### config.mk
export PLATFORM = sky130hd
export DESIGN_NAME = uart_cfg_core_flat
export DESIGN_NICKNAME = d
export VERILOG_FILES = /design/src/rtl/uart_cfg_core_if.sv /design/src/rtl/uart_cfg_core.sv /design/src/flat_wrapper.sv
export SDC_FILE = /design/constraint.sdc
export NUM_CORES = 1
export LEC_CHECK = 0
export BUFFER_PORTS_ARGS = -buffer_cell sky130_fd_sc_hd__buf_2
export CAP_MARGIN = 20
export CORE_MARGIN = 5
export CORE_UTILIZATION = 35
export DETAILED_ROUTE_END_ITERATION = 10
export GPL_TIMING_DRIVEN = 0
export PLACE_DENSITY = 0.55
export SYNTH_ARGS = -nofsm -noshare
export SYNTH_HDL_FRONTEND = slang
export SYNTH_SLANG_ARGS = --single-unit
### constraint.sdc
create_clock -name clk -period 10.2 [get_ports clk]
set_input_delay 3.06 -clock clk [delete_from_list [all_inputs] [get_ports clk]]
set_output_delay 3.06 -clock clk [all_outputs]
set_load 0.02 [all_outputs]
### src/rtl/uart_cfg_core_if.sv
// Slot-bus register interface for uart_cfg_core.
// The master drives the slot strobes; the slave returns combinational read data.
interface uart_cfg_core_if;
   logic        cs;
   logic        read;
   logic        write;
   logic [4:0]  reg_addr;
   logic [31:0] wr_data;
   logic [31:0] rd_data;

   modport master (output cs, read, write, reg_addr, wr_data, input rd_data);
   modport slave  (input cs, read, write, reg_addr, wr_data, output rd_data);
endinterface

### src/rtl/uart_cfg_core.sv
// MMIO UART core: 16x-oversampled TX/RX with FIFOs, programmable frame format and sticky errors.
// Optional feature: UART_LOOPBACK_EN (ctrl[4] routes the tx stream into the receiver).
module uart_cfg_core #(
   parameter int FIFO_DEPTH_BIT = 4,
   parameter int DVSR_W         = 11
) (
   input  logic           clk,
   input  logic           reset,
   uart_cfg_core_if.slave bus,
   output logic           tx,
   input  logic           rx
);
   localparam int DEPTH = 2**FIFO_DEPTH_BIT;
   localparam int LPAD  = 15 - FIFO_DEPTH_BIT;

   typedef enum logic [2:0] {IDLE, START, DATA, PARITY, STOP} state_t;

   logic [2:0] addr;
   logic       wr_en;
   assign addr  = bus.reg_addr[2:0];
   assign wr_en = bus.cs & bus.write;

   logic unused_bus;
   assign unused_bus = ^{bus.read, bus.reg_addr, bus.wr_data};

   logic [DVSR_W-1:0] dvsr, cnt;
`ifdef UART_LOOPBACK_EN
   logic [4:0] ctrl;
`else
   logic [3:0] ctrl;
`endif
   logic frame_err, parity_err, overrun;
   logic fe_set, pe_set, ov_set;
   logic tick, tx_bit, rx_in;

   // ---------------- baud tick ----------------
   assign tick = (cnt == dvsr);
   always_ff @(posedge clk or posedge reset)
      if (reset) cnt <= '0;
      else       cnt <= tick ? '0 : cnt + 1'b1;

   // ---------------- FIFOs ----------------
   logic [7:0] tx_mem [DEPTH];
   logic [7:0] rx_mem [DEPTH];
   logic [FIFO_DEPTH_BIT:0] tx_wp, tx_rp, rx_wp, rx_rp, tx_level, rx_level;
   logic tx_empty, tx_full, rx_empty, rx_full;
   logic tx_push, tx_pop, rx_push, rx_pop, tx_push_ok, rx_push_ok;
   logic [7:0] tx_head, rx_head, rx_byte;

   assign tx_level = tx_wp - tx_rp;
   assign rx_level = rx_wp - rx_rp;
   assign tx_empty = (tx_level == '0);
   assign rx_empty = (rx_level == '0);
   assign tx_full  = tx_level[FIFO_DEPTH_BIT];
   assign rx_full  = rx_level[FIFO_DEPTH_BIT];
   assign tx_head  = tx_mem[tx_rp[FIFO_DEPTH_BIT-1:0]];
   assign rx_head  = rx_empty ? 8'h00 : rx_mem[rx_rp[FIFO_DEPTH_BIT-1:0]];

   assign tx_push    = wr_en && (addr == 3'd2);
   assign rx_pop     = wr_en && (addr == 3'd3) && !rx_empty;
   // a pop in the same cycle frees the slot, so a full FIFO still accepts the push
   assign tx_push_ok = tx_push && (!tx_full || tx_pop);
   assign rx_push_ok = rx_push && (!rx_full || rx_pop);
   assign ov_set     = rx_push && rx_full && !rx_pop;

   always_ff @(posedge clk) begin
      if (tx_push_ok) tx_mem[tx_wp[FIFO_DEPTH_BIT-1:0]] <= bus.wr_data[7:0];
      if (rx_push_ok) rx_mem[rx_wp[FIFO_DEPTH_BIT-1:0]] <= rx_byte;
   end

   always_ff @(posedge clk or posedge reset)
      if (reset) begin
         tx_wp <= '0; tx_rp <= '0; rx_wp <= '0; rx_rp <= '0;
      end else begin
         if (tx_push_ok) tx_wp <= tx_wp + 1'b1;
         if (tx_pop)     tx_rp <= tx_rp + 1'b1;
         if (rx_push_ok) rx_wp <= rx_wp + 1'b1;
         if (rx_pop)     rx_rp <= rx_rp + 1'b1;
      end

   // ---------------- registers and flags ----------------
   always_ff @(posedge clk or posedge reset)
      if (reset) begin
         dvsr <= '0; ctrl <= '0;
         frame_err <= 1'b0; parity_err <= 1'b0; overrun <= 1'b0;
      end else begin
         if (wr_en && addr == 3'd1) dvsr <= bus.wr_data[DVSR_W-1:0];
`ifdef UART_LOOPBACK_EN
         if (wr_en && addr == 3'd4) ctrl <= bus.wr_data[4:0];
`else
         if (wr_en && addr == 3'd4) ctrl <= bus.wr_data[3:0];
`endif
         frame_err  <= fe_set | (frame_err  & ~(wr_en && addr == 3'd5 && bus.wr_data[0]));
         parity_err <= pe_set | (parity_err & ~(wr_en && addr == 3'd5 && bus.wr_data[1]));
         overrun    <= ov_set | (overrun    & ~(wr_en && addr == 3'd5 && bus.wr_data[2]));
      end

   always_comb begin
      bus.rd_data = '0;
      if (bus.cs)
         case (addr)
            3'd0: bus.rd_data = {19'b0, overrun, parity_err, frame_err, tx_full, rx_empty, rx_head};
`ifdef UART_LOOPBACK_EN
            3'd4: bus.rd_data = {27'b0, ctrl};
`else
            3'd4: bus.rd_data = {28'b0, ctrl};
`endif
            3'd6: bus.rd_data = {{LPAD{1'b0}}, rx_level, {LPAD{1'b0}}, tx_level};
            default: bus.rd_data = '0;
         endcase
   end

`ifdef UART_LOOPBACK_EN
   assign tx    = ctrl[4] ? 1'b1 : tx_bit;
   assign rx_in = ctrl[4] ? tx_bit : rx;
`else
   assign tx    = tx_bit;
   assign rx_in = rx;
`endif

   // ---------------- transmitter ----------------
   state_t     tx_st, tx_st_n;
   logic [4:0] tx_s, tx_s_n;
   logic [2:0] tx_n, tx_n_n;
   logic [7:0] tx_b, tx_b_n;
   logic       tx_par, tx_par_n, tx_d8, tx_d8_n, tx_pe, tx_pe_n, tx_st2, tx_st2_n;

   always_ff @(posedge clk or posedge reset)
      if (reset) begin
         tx_st <= IDLE; tx_s <= '0; tx_n <= '0; tx_b <= '0;
         tx_par <= 1'b0; tx_d8 <= 1'b0; tx_pe <= 1'b0; tx_st2 <= 1'b0;
      end else begin
         tx_st <= tx_st_n; tx_s <= tx_s_n; tx_n <= tx_n_n; tx_b <= tx_b_n;
         tx_par <= tx_par_n; tx_d8 <= tx_d8_n; tx_pe <= tx_pe_n; tx_st2 <= tx_st2_n;
      end

   always_comb begin
      tx_st_n = tx_st; tx_s_n = tx_s; tx_n_n = tx_n; tx_b_n = tx_b;
      tx_par_n = tx_par; tx_d8_n = tx_d8; tx_pe_n = tx_pe; tx_st2_n = tx_st2;
      tx_pop = 1'b0;
      case (tx_st)
         IDLE:
            // starting on a tick makes the start bit exactly 16 ticks long
            if (tick && !tx_empty) begin
               tx_pop = 1'b1; tx_b_n = tx_head; tx_s_n = '0; tx_n_n = '0;
               tx_d8_n = ctrl[0]; tx_pe_n = ctrl[2] ^ ctrl[1];
               tx_par_n = ctrl[2] & ~ctrl[1]; tx_st2_n = ctrl[3];
               tx_st_n = START;
            end
         START:
            if (tick) begin
               if (tx_s == 5'd15) begin tx_s_n = '0; tx_st_n = DATA; end
               else tx_s_n = tx_s + 5'd1;
            end
         DATA:
            if (tick) begin
               if (tx_s == 5'd15) begin
                  tx_s_n = '0; tx_b_n = tx_b >> 1; tx_par_n = tx_par ^ tx_b[0];
                  if (tx_n == (tx_d8 ? 3'd7 : 3'd6)) tx_st_n = tx_pe ? PARITY : STOP;
                  else tx_n_n = tx_n + 3'd1;
               end else tx_s_n = tx_s + 5'd1;
            end
         PARITY:
            if (tick) begin
               if (tx_s == 5'd15) begin tx_s_n = '0; tx_st_n = STOP; end
               else tx_s_n = tx_s + 5'd1;
            end
         STOP:
            if (tick) begin
               if (tx_s == (tx_st2 ? 5'd31 : 5'd15)) begin tx_s_n = '0; tx_st_n = IDLE; end
               else tx_s_n = tx_s + 5'd1;
            end
         default: tx_st_n = IDLE;
      endcase
   end

   always_comb
      case (tx_st)
         START:   tx_bit = 1'b0;
         DATA:    tx_bit = tx_b[0];
         PARITY:  tx_bit = tx_par;
         default: tx_bit = 1'b1;
      endcase

   // ---------------- receiver ----------------
   state_t     rx_st, rx_st_n;
   logic [4:0] rx_s, rx_s_n;
   logic [2:0] rx_n, rx_n_n;
   logic [7:0] rx_b, rx_b_n;
   logic       rx_par, rx_par_n, rx_d8, rx_d8_n, rx_pe, rx_pe_n, rx_st2, rx_st2_n;

   assign rx_byte = rx_d8 ? rx_b : {1'b0, rx_b[7:1]};

   always_ff @(posedge clk or posedge reset)
      if (reset) begin
         rx_st <= IDLE; rx_s <= '0; rx_n <= '0; rx_b <= '0;
         rx_par <= 1'b0; rx_d8 <= 1'b0; rx_pe <= 1'b0; rx_st2 <= 1'b0;
      end else begin
         rx_st <= rx_st_n; rx_s <= rx_s_n; rx_n <= rx_n_n; rx_b <= rx_b_n;
         rx_par <= rx_par_n; rx_d8 <= rx_d8_n; rx_pe <= rx_pe_n; rx_st2 <= rx_st2_n;
      end

   always_comb begin
      rx_st_n = rx_st; rx_s_n = rx_s; rx_n_n = rx_n; rx_b_n = rx_b;
      rx_par_n = rx_par; rx_d8_n = rx_d8; rx_pe_n = rx_pe; rx_st2_n = rx_st2;
      rx_push = 1'b0; fe_set = 1'b0; pe_set = 1'b0;
      case (rx_st)
         IDLE:
            if (!rx_in) begin
               rx_s_n = '0; rx_n_n = '0;
               rx_d8_n = ctrl[0]; rx_pe_n = ctrl[2] ^ ctrl[1];
               rx_par_n = ctrl[2] & ~ctrl[1]; rx_st2_n = ctrl[3];
               rx_st_n = START;
            end
         START:
            if (tick) begin
               if (rx_s == 5'd7) begin
                  rx_s_n = '0;
                  rx_st_n = rx_in ? IDLE : DATA;
               end else rx_s_n = rx_s + 5'd1;
            end
         DATA:
            if (tick) begin
               if (rx_s == 5'd15) begin
                  rx_s_n = '0; rx_b_n = {rx_in, rx_b[7:1]}; rx_par_n = rx_par ^ rx_in;
                  if (rx_n == (rx_d8 ? 3'd7 : 3'd6)) rx_st_n = rx_pe ? PARITY : STOP;
                  else rx_n_n = rx_n + 3'd1;
               end else rx_s_n = rx_s + 5'd1;
            end
         PARITY:
            if (tick) begin
               if (rx_s == 5'd15) begin
                  rx_s_n = '0; pe_set = (rx_in != rx_par); rx_st_n = STOP;
               end else rx_s_n = rx_s + 5'd1;
            end
         STOP:
            // sampling is mid-bit, so STOP ends mid-way through the last stop bit
            if (tick) begin
               if (rx_s == 5'd15) fe_set = !rx_in;
               if (rx_s == (rx_st2 ? 5'd31 : 5'd15)) begin
                  rx_push = 1'b1; rx_s_n = '0; rx_st_n = IDLE;
               end else rx_s_n = rx_s + 5'd1;
            end
         default: rx_st_n = IDLE;
      endcase
   end
endmodule

### src/flat_wrapper.sv
// flat-port wrapper written by rule: the top's interface ports become plain ports
module uart_cfg_core_flat 
#(
   parameter int FIFO_DEPTH_BIT = 4,
   parameter int DVSR_W         = 11
)
  (clk, reset, tx, rx, bus_cs, bus_read, bus_write, bus_reg_addr, bus_wr_data, bus_rd_data);
  uart_cfg_core_if bus_i ();
  input  logic clk;
  input  logic reset;
  output logic tx;
  input  logic rx;
  input wire logic [$bits(bus_i.cs)-1:0] bus_cs;
  input wire logic [$bits(bus_i.read)-1:0] bus_read;
  input wire logic [$bits(bus_i.write)-1:0] bus_write;
  input wire logic [$bits(bus_i.reg_addr)-1:0] bus_reg_addr;
  input wire logic [$bits(bus_i.wr_data)-1:0] bus_wr_data;
  output wire logic [$bits(bus_i.rd_data)-1:0] bus_rd_data;
  assign bus_i.cs = bus_cs;
  assign bus_i.read = bus_read;
  assign bus_i.write = bus_write;
  assign bus_i.reg_addr = bus_reg_addr;
  assign bus_i.wr_data = bus_wr_data;
  assign bus_rd_data = bus_i.rd_data;
  uart_cfg_core #(.FIFO_DEPTH_BIT(FIFO_DEPTH_BIT), .DVSR_W(DVSR_W)) u_core (.clk(clk), .reset(reset), .bus(bus_i), .tx(tx), .rx(rx));
endmodule
# Yosys cells after proc, flatten, opt, wreduce, memory -nomap -nowiden
# Memory sizes are Yosys's and may differ from the RTL's.
# Index checks and enable logic that the tools add are counted.
[op_classes]
add_sub_neg = 11
eq_ne = 47
muxes = 86
bitwise = 16
n_reduce_logical = 44
[ops]
columns = ["op", "count"]
rows = [
  ["3-bit 2-to-1 mux", 30],
  ["5-bit 2-to-1 mux", 14],
  ["21-bit case mux with 3 select lines", 1],
  ["2-bit by 1-bit != test with 1-bit output (second input constant)", 21],
  ["8-bit 2-to-1 mux", 5],
  ["32-bit 2-to-1 mux", 1],
  ["5-bit by 1-bit adder with 5-bit output (second input constant)", 6],
  ["3-bit case mux with 5 select lines", 2],
  ["1-bit 2-to-1 mux", 23],
  ["5-bit case mux with 4 select lines", 1],
  ["10-bit AND reduction", 2],
  ["3-bit by 2-bit == test with 1-bit output (second input constant)", 6],
  ["8-bit case mux with 2 select lines", 1],
  ["3-bit == test (second input constant)", 5],
  ["5-bit case mux with 3 select lines", 1],
  ["5-bit AND reduction", 3],
  ["1-bit logical AND", 14],
  ["3-bit case mux with 2 select lines", 2],
  ["4-bit AND reduction", 3],
  ["11-bit by 1-bit adder with 11-bit output (second input constant)", 1],
  ["11-bit == test", 1],
  ["11-bit 2-to-1 mux", 1],
  ["5-bit by 4-bit == test with 1-bit output (second input constant)", 2],
  ["5-bit == test", 2],
  ["25 further kinds", 56],
]
[totals]
ff_bits = 95
mem_bits_rw = 256
input_bits = 43
output_inout_bits = 33
word_cells = 232
mem_count = 2
[memory_table]
columns = ["name", "depth", "word_bits", "rd", "rd_ports_with_merged_regs", "write_ports", "line_no", "source"]
rows = [
  ["u_core.rx_mem", 16, 8, 1, 0, 1, "uart_cfg_core.sv:44", "logic [7:0] rx_mem [DEPTH];"],
  ["u_core.tx_mem", 16, 8, 1, 0, 1, "uart_cfg_core.sv:43", "logic [7:0] tx_mem [DEPTH];"],
]

# Depth between registers and ports, before layout
# Gate-level depths: netlist (run 1).
[logic_depth]
depth_word = 10
mapped_depth = 12
depth_no_buf = 10

# Worst setup path after synthesis (run 1)
# OpenSTA, ideal clock, no wires.
[synth_timing]
path_type = "input to output"
startpoint = "input port bus_reg_addr[2]"
endpoint = "output port bus_rd_data[0]"
arrival_time_ps = 4435
t_required_ps = 7140
slack_ps = 2705
stages = 4
path_buffers = 1
cell_sequence = "clkbuf_1 nor4b_1 nand2_1 o22ai_1"
[synth_between]
elab_chain_cells = 3
word_cells_on_any_way = 5
classes_between = "2 x eq/ne; 2 x mux; 1 x reduce/logical"
[synth_rtl]
columns = ["element", "line_no", "source"]
rows = [
  ["start, declared", "flat_wrapper.sv:16", "input wire logic [$bits(bus_i.reg_addr)-1:0] bus_reg_addr;"],
  ["3-bit == test / 3-bit zero test (equally long branches)", "uart_cfg_core.sv:101", "case (addr)"],
  ["21-bit case mux with 3 select lines (*)", "uart_cfg_core.sv:101", ""],
  ["32-bit 2-to-1 mux (*)", "uart_cfg_core.sv:100", "if (bus.cs)"],
  ["end, declared", "flat_wrapper.sv:18", "output wire logic [$bits(bus_i.rd_data)-1:0] bus_rd_data;"],
]
# Mark *: on every way between the ends. The rest lies on a longest branch, timed or not.

# Final worst setup path (run 1)
[layout_timing]
startpoint = "input port bus_reg_addr[2]"
endpoint = "output port bus_rd_data[4]"
# Same word-level chain as after synthesis.

==> impl_metrics.yaml, run 1 <==
timing:
  fin_crit_sh_pct: 79.0
  final_max_slew_viol_count: 0
  hold_viol_final: 0
  finalClockSkew_ns: 0.0242
  setup_violations: 0
  period_minus_slack_ns: 8.06
  setup_tns_ns: 0
  max_freq_mhz: 124
  relSlewSlack_pct: 34.6
  tightest_slew_ns: 0.977
  rsz0062_at_grt: "no"
  whs_ns: 0.487
global_routing:
  grt_use_met2_pct: 23.4
  top_usage_layer: "met2"
  antenna_found_initial: 2
  grt_usage_pct: 14.3
  grt_use_met3_pct: 2.40
  overflow: 0
  grt_pass1_vias: 8722
  use_met1_pct: 19.9
  grt_pass1_wl_um: 52600
  grt_max_degree: 61
clocking:
  cts_tree: "built"
  cts.path.max_buffers: 3
  h-tree-depth: 2
  insertion_delay_ns: 0.55
  clock_sinks: 351
  root_buffer: "clkbuf_16"
  post_cts_buffers: 0
  cts_resized: 0
  cts.clk_slew.worst_paths_ns: 0.06
  postCtsHoldBufs: 0
  cts_buffers: 39
floorplan:
  core.rowCount: 76
  die-area_um2: 48200
  start_util_pct: 35.5
  ios: 76
  die_w_um: 220
  die_h_um: 220
  core_um2: 43300
final_layout:
  area_delta_synth_final_pct: 15.9
  final_net_count: 1158
  fillers: 3948
  drive_gt1_share_pct: 24.1
  finalNonFillerCells: 1700
worst_setup_path:
  slowest_delay_ns: 0.78
  cp.required_ns: 7.14
  start_kind: "primary input"
  path_cells: "clkbuf_1 -> nor4b_2 -> nand2_1 -> o22ai_1 -> buf_2"
  slowest_stage: "nor4b_2"
  end_kind: "primary output"
  crit_type: "primary input to primary output"
  cp_max_fo: 8
  cp_data_arrival_time_ns: 5.00
yosys:
  yosysTopAreaCell: "edfxtp_1"
  seq_area_frac_synth_pct: 65.5
  ys_warn_count: 0
  mappedNetlistArea_um2: 15400
  synthTopCellsByArea: "edfxtp_1 50%, dfrtp_1 15%, mux4_2 11%, mux2_2 3.2%, ha_1 2.3%"
  async_flop_share_pct: 27.1
  synth_top_area_share_pct: 50.0
  synth_edf_count: 256
  synthesis.instances: 983
  syn_area_per_cell_um2: 15.6
  ys_types: 68
  synth-seq-cells: 351
  ys.flop_type: "edfxtp_1"
place:
  place_hpwl_um: 23500
  place_congestion: 0.802
  port_buffers: 34
  place_inst: 1629
route:
  viasPerCell: 5.04
  avgRoutedWirePerCell_um: 20.2
  drtPass1Iterations: 5
  detail-route-antenna-nets: 0
  first_iter_violations: 628
  wirelength_um: 34400
  num_vias: 8564
  route.detailed.drc: 0
pwr:
  p_comb_share_pct: 22.9
  switching_power_w: 0.00116
  ir_drop_mv: 0.147
  pwr-share-clk_pct: 34.8
  power_density_nw_per_um2: 226
  netSwitchingFraction_pct: 28.9
  internal-power_w: 0.00286
  p_leak_nw: 6.46
  power_frac_seq_pct: 42.3
status:
  status: "complete, no violations"
run:
  max-cap-violations: 0
hold_path:
  hold_path.class: "register to register"
-- cells in the final DEF, fill, tap and decap left out, drive strengths merged, types with 3 or more instances in the layout --
cell type and instances:
dfrtp 95, nor3 10, or3 4, xor2 24, nand3 24, bufinv 4, ha 28, o2111ai 3
mux2i 12, nand4 3, a21o 4, xnor2 28, buf 77, o21ai 21, clkbuf 81, nor3b 3
nor4 16, o22ai 13, mux2 44, a21oi 16, nor2b 5, nand2 48, clkinv 12, nand2b 11
a31oi 7, inv 37, nor2 80, o2bb2ai 3, edfxtp 256, mux4 72, and2 7, o31ai 4
conb 14, and3 13
-- cell families after synthesis --
logic type | synth area share, %
AND/OR/NAND/NOR | 7.58
other | 0.0244
adder cells (fa/ha/maj) | 2.54
XOR/XNOR | 3.01
multiplexers | 14.6
flip-flops | 65.5
buffers and inverters | 2.68
AO/OA/AOI/OAI | 4.12
-- critical path: cells and delay by family --
| kind | cells | cell delay, ns |
|---|---|---|
| compound gates | 1 | 0.37 |
| simple gates | 2 | 1.12 |
| buf+inv | 2 | 0.44 |
-- layout make-up --
cell class              count  area [µm²]  area share, %
multi-input cells         552        5040           28.3
repair buffers             48         289           1.62
inverters                  39         149          0.836
flip-flops and latches    351       10100           56.5
clock inverters            14         203           1.14
well taps                 585         732           4.11
plain buffers              54         265           1.49
clock buffers              56        1070           6.01
diodes                      1        2.50         0.0140
-- registers in the layout, summed over array words and instances (netlist names), 4 cells and up --
name and count:
u_core.tx_b 8, u_core.rx_mem 128, u_core.rx_rp 5, u_core.tx_mem 128
u_core.dvsr 11, u_core.ctrl 4, u_core.rx_b 8, u_core.rx_wp 5
u_core.tx_rp 5, u_core.tx_s 5, u_core.cnt 11, u_core.tx_wp 5
u_core.rx_s 5
-- metrics by stage --
| stage | worst slack [ns] | area (µm²) | util [%] | power (W) |
|---|---|---|---|---|
| floorplan | 2.71 | 15400 | - | 0.00241 |
| finish | 2.14 | 17800 | 41.2 | 0.00402 |
| CTS | 2.13 | 17800 | 41.2 | 0.00407 |
| global placement | 1.49 | 16300 | 37.7 | 0.00265 |
| detailed placement | 2.14 | 16500 | 38.2 | 0.00266 |
| global route | 2.07 | 17800 | 41.2 | 0.00423 |
-- power groups by stage --
stage | sequential, W | clock, W | combinational [W]
3_3_place_gp | 0.00173 | 0 | 0.000919
6_report | 0.00170 | 0.00140 | 0.000918
4_1_cts | 0.00170 | 0.00143 | 0.000933
3_5_place_dp | 0.00173 | 0 | 0.000929
2_1_floorplan | 0.00170 | 0 | 0.000705
5_1_grt | 0.00171 | 0.00150 | 0.00102
-- metal layers --
metal	vias up	share of wire, %
li1	3928	-
met1	4376	45
met2	203	49
met3	55	4.8
met4	2	2.0
met5	-	0.020
-- cells in the mapped netlist (all sizes together) (3+ instances only) --
library cell  instances
edfxtp              256
o22ai                13
nor2                 80
inv                  36
or3                   4
nand2                48
and2                  7
xnor2                28
mux2i                12
and3                 13
nor3b                 3
nor2b                 5
o2bb2ai               3
a21oi                16
xor2                 24
ha                   28
nand2b               11
clkinv                3
o21ai                21
clkbuf               25
o2111ai               3
mux4                 72
nor4                 16
a31oi                 7
buf                  29
nand3                24
nor3                 10
a21o                  4
dfrtp                95
mux2                 44
o31ai                 4
nand4                 3
-- worst paths after layout --
path,start,endpoint,slack (ns),cells after the start
min,u_core.rx_pe,u_core.rx_pe,0.49,2
min reg2reg,u_core.rx_pe,u_core.rx_pe,0.49,2
max in group asynchronous,reset,u_core.tx_wp[0],6.83,3
max,bus_reg_addr[2],bus_rd_data[4],2.14,5
max reg2reg,u_core.tx_rp[3],u_core.tx_mem[4][5],5.81,10
min in group asynchronous,reset,u_core.rx_s[3],2.68,2
Note: power is estimated with default switching activity, not from simulation.
==> run 2: changes to the inputs <==
PLACE_DENSITY = 0.57   (was 0.55)
clock period = 7 ns   (was 10.2 ns; I/O delays follow)
==> run 2 against run 1 <==
Setup slack got worse by 1.3 ns. Combinational power is 46% higher. Hold slack hardly changed. Sequential cell count unchanged. Power increased by 43%. Register-to-register slack worse by 3.3 ns. Global-route usage grew 0.40 points. Clock-buffer cell count is 2 lower. Sequential power increased by 46%. Final cell count grew 0.24%. Largest power group unchanged. First-iteration DRC count decreased by 20%. Highest routed layer unchanged.
==> impl_metrics.yaml, run 2 (synthesized netlist as in run 1, its figures left out) <==
timing:
  hold_viol_final: 0
  whs_ns: 0.487
  rsz0062_at_grt: "no"
  setup_tns_ns: 0
  fin_crit_sh_pct: 88.2
  max_freq_mhz: 162
  final_max_slew_viol_count: 0
  tightest_slew_ns: 1.01
  setup_violations: 0
  finalClockSkew_ns: 0.0219
  period_minus_slack_ns: 6.17
  relSlewSlack_pct: 32.7
route:
  detail-route-antenna-nets: 0
  viasPerCell: 5.07
  drtPass1Iterations: 6
  route.detailed.drc: 0
  num_vias: 8647
  wirelength_um: 35200
  first_iter_violations: 500
  avgRoutedWirePerCell_um: 20.6
final_layout:
  finalNonFillerCells: 1704
  layout_commonest_cell: "edfxtp_1"
  regArea_um2: 10100
  multi_input_area_um2: 5030
  final_cell_area_um2: 17800
  area_delta_synth_final_pct: 15.6
  fillers: 3946
  post-route-util_pct: 41.1
  drive_gt1_share_pct: 24.7
  layout_common_cells: "256 x edfxtp_1, 95 x dfrtp_1, 80 x nor2_1, 72 x mux4_2, 48 x nand2_1"
  final_net_count: 1160
pwr:
  power_density_nw_per_um2: 323
  p_leak_nw: 6.45
  ir_drop_mv: 0.201
worst_setup_path:
  crit_type: "register to primary output"
  start_kind: "register"
  r2r_setup_slack_ns: 2.53
  cp.required_ns: 4.90
  cp_max_fo: 10
  end_kind: "primary output"
  cp_data_arrival_time_ns: 4.07
place:
  place_inst: 1631
  port_buffers: 34
  place_hpwl_um: 24000
  place_congestion: 0.802
  place_area_um2: 16600
global_routing:
  overflow: 0
  antenna_found_initial: 4
  grt_pass1_wl_um: 54200
  grt_usage_pct: 14.7
  grt_pass1_vias: 8883
  grt_max_degree: 66
clocking:
  cts_tree: "built"
  cts.clk_slew.worst_paths_ns: 0.06
  cts_resized: 0
  cts_buffers: 39
  insertion_delay_ns: 0.54
  post_cts_buffers: 0
  postCtsHoldBufs: 0
  root_buffer: "clkbuf_16"
  h-tree-depth: 2
  cts.path.max_buffers: 3
  clock_sinks: 351
floorplan:
  core.rowCount: 76
  die_h_um: 220
  core_um2: 43300
  ios: 76
  start_util_pct: 35.5
  die-area_um2: 48200
  die_w_um: 220
status:
  status: "complete, no violations"
hold_path:
  hold_path.class: "register to register"
run:
  max-cap-violations: 0
==> run 2: cell types whose count changed in the layout (fill, tap and decap cells not counted), sizes merged <==
cell	change
inv	+1
bufinv	-4
buf	+2
clkinv	+5
clkinvlp	+2
clkbuf	-2
==> run 2: layout make-up <==
type	instances	share of cell area (%)
Buffer	54	1.49
Tap cell	585	4.12
Clock inverter	18	0.634
Sequential cell	351	56.7
Multi-Input combinational cell	552	28.3
Antenna cell	1	0.0141
Inverter	39	0.838
Timing Repair Buffer	50	1.80
Clock buffer	54	6.10
==> run 2: power by group <==
group          total [W]  switching, W  internal (W)
Clock            0.00192      0.000826       0.00109
Sequential       0.00248      0.000122       0.00236
Combinational    0.00134      0.000752      0.000591
Total            0.00574       0.00170       0.00404
==> run 2: layer usage <==
layer / part of all wire [%] / vias up / track usage, %
met5: 0.060 / - / 0
met4: 2.0 / 4 / 4.00
met3: 5.3 / 43 / 2.65
met2: 49 / 206 / 24.0
met1: 44 / 4462 / 20.3
li1: - / 3932 / -
==> run 2: final timing paths <==
check                           startpoint                  end  cells after the start
max                        u_core.rx_rp[1]       bus_rd_data[4]                     11
min                           u_core.rx_pe         u_core.rx_pe                      2
max reg2reg                u_core.rx_rp[2]  u_core.rx_mem[8][2]                      9
min reg2reg                   u_core.rx_pe         u_core.rx_pe                      2
max in group asynchronous            reset      u_core.tx_rp[4]                      3
min in group asynchronous            reset    u_core.parity_err                      2
==> run 2: stage by stage <==
step,setup slack (ns),total power (W)
detailed placement,0.848,0.00388
finish,0.827,0.00574
floorplan,1.43,0.00351
global route,0.545,0.00604
CTS,0.707,0.00582
global placement,0.230,0.00385
==> run 2: critical path, stage by stage (launching register included) <==
cell	delay, ns
dfrtp_1	0.41
clkbuf_1	0.40
clkbuf_1	0.55
inv_1	0.17
ha_1	0.33
a21o_1	0.17
a21oi_1	0.17
xor2_1	0.21
nand3_1	0.37
nand2_1	0.33
o22ai_1	0.20
buf_2	0.21
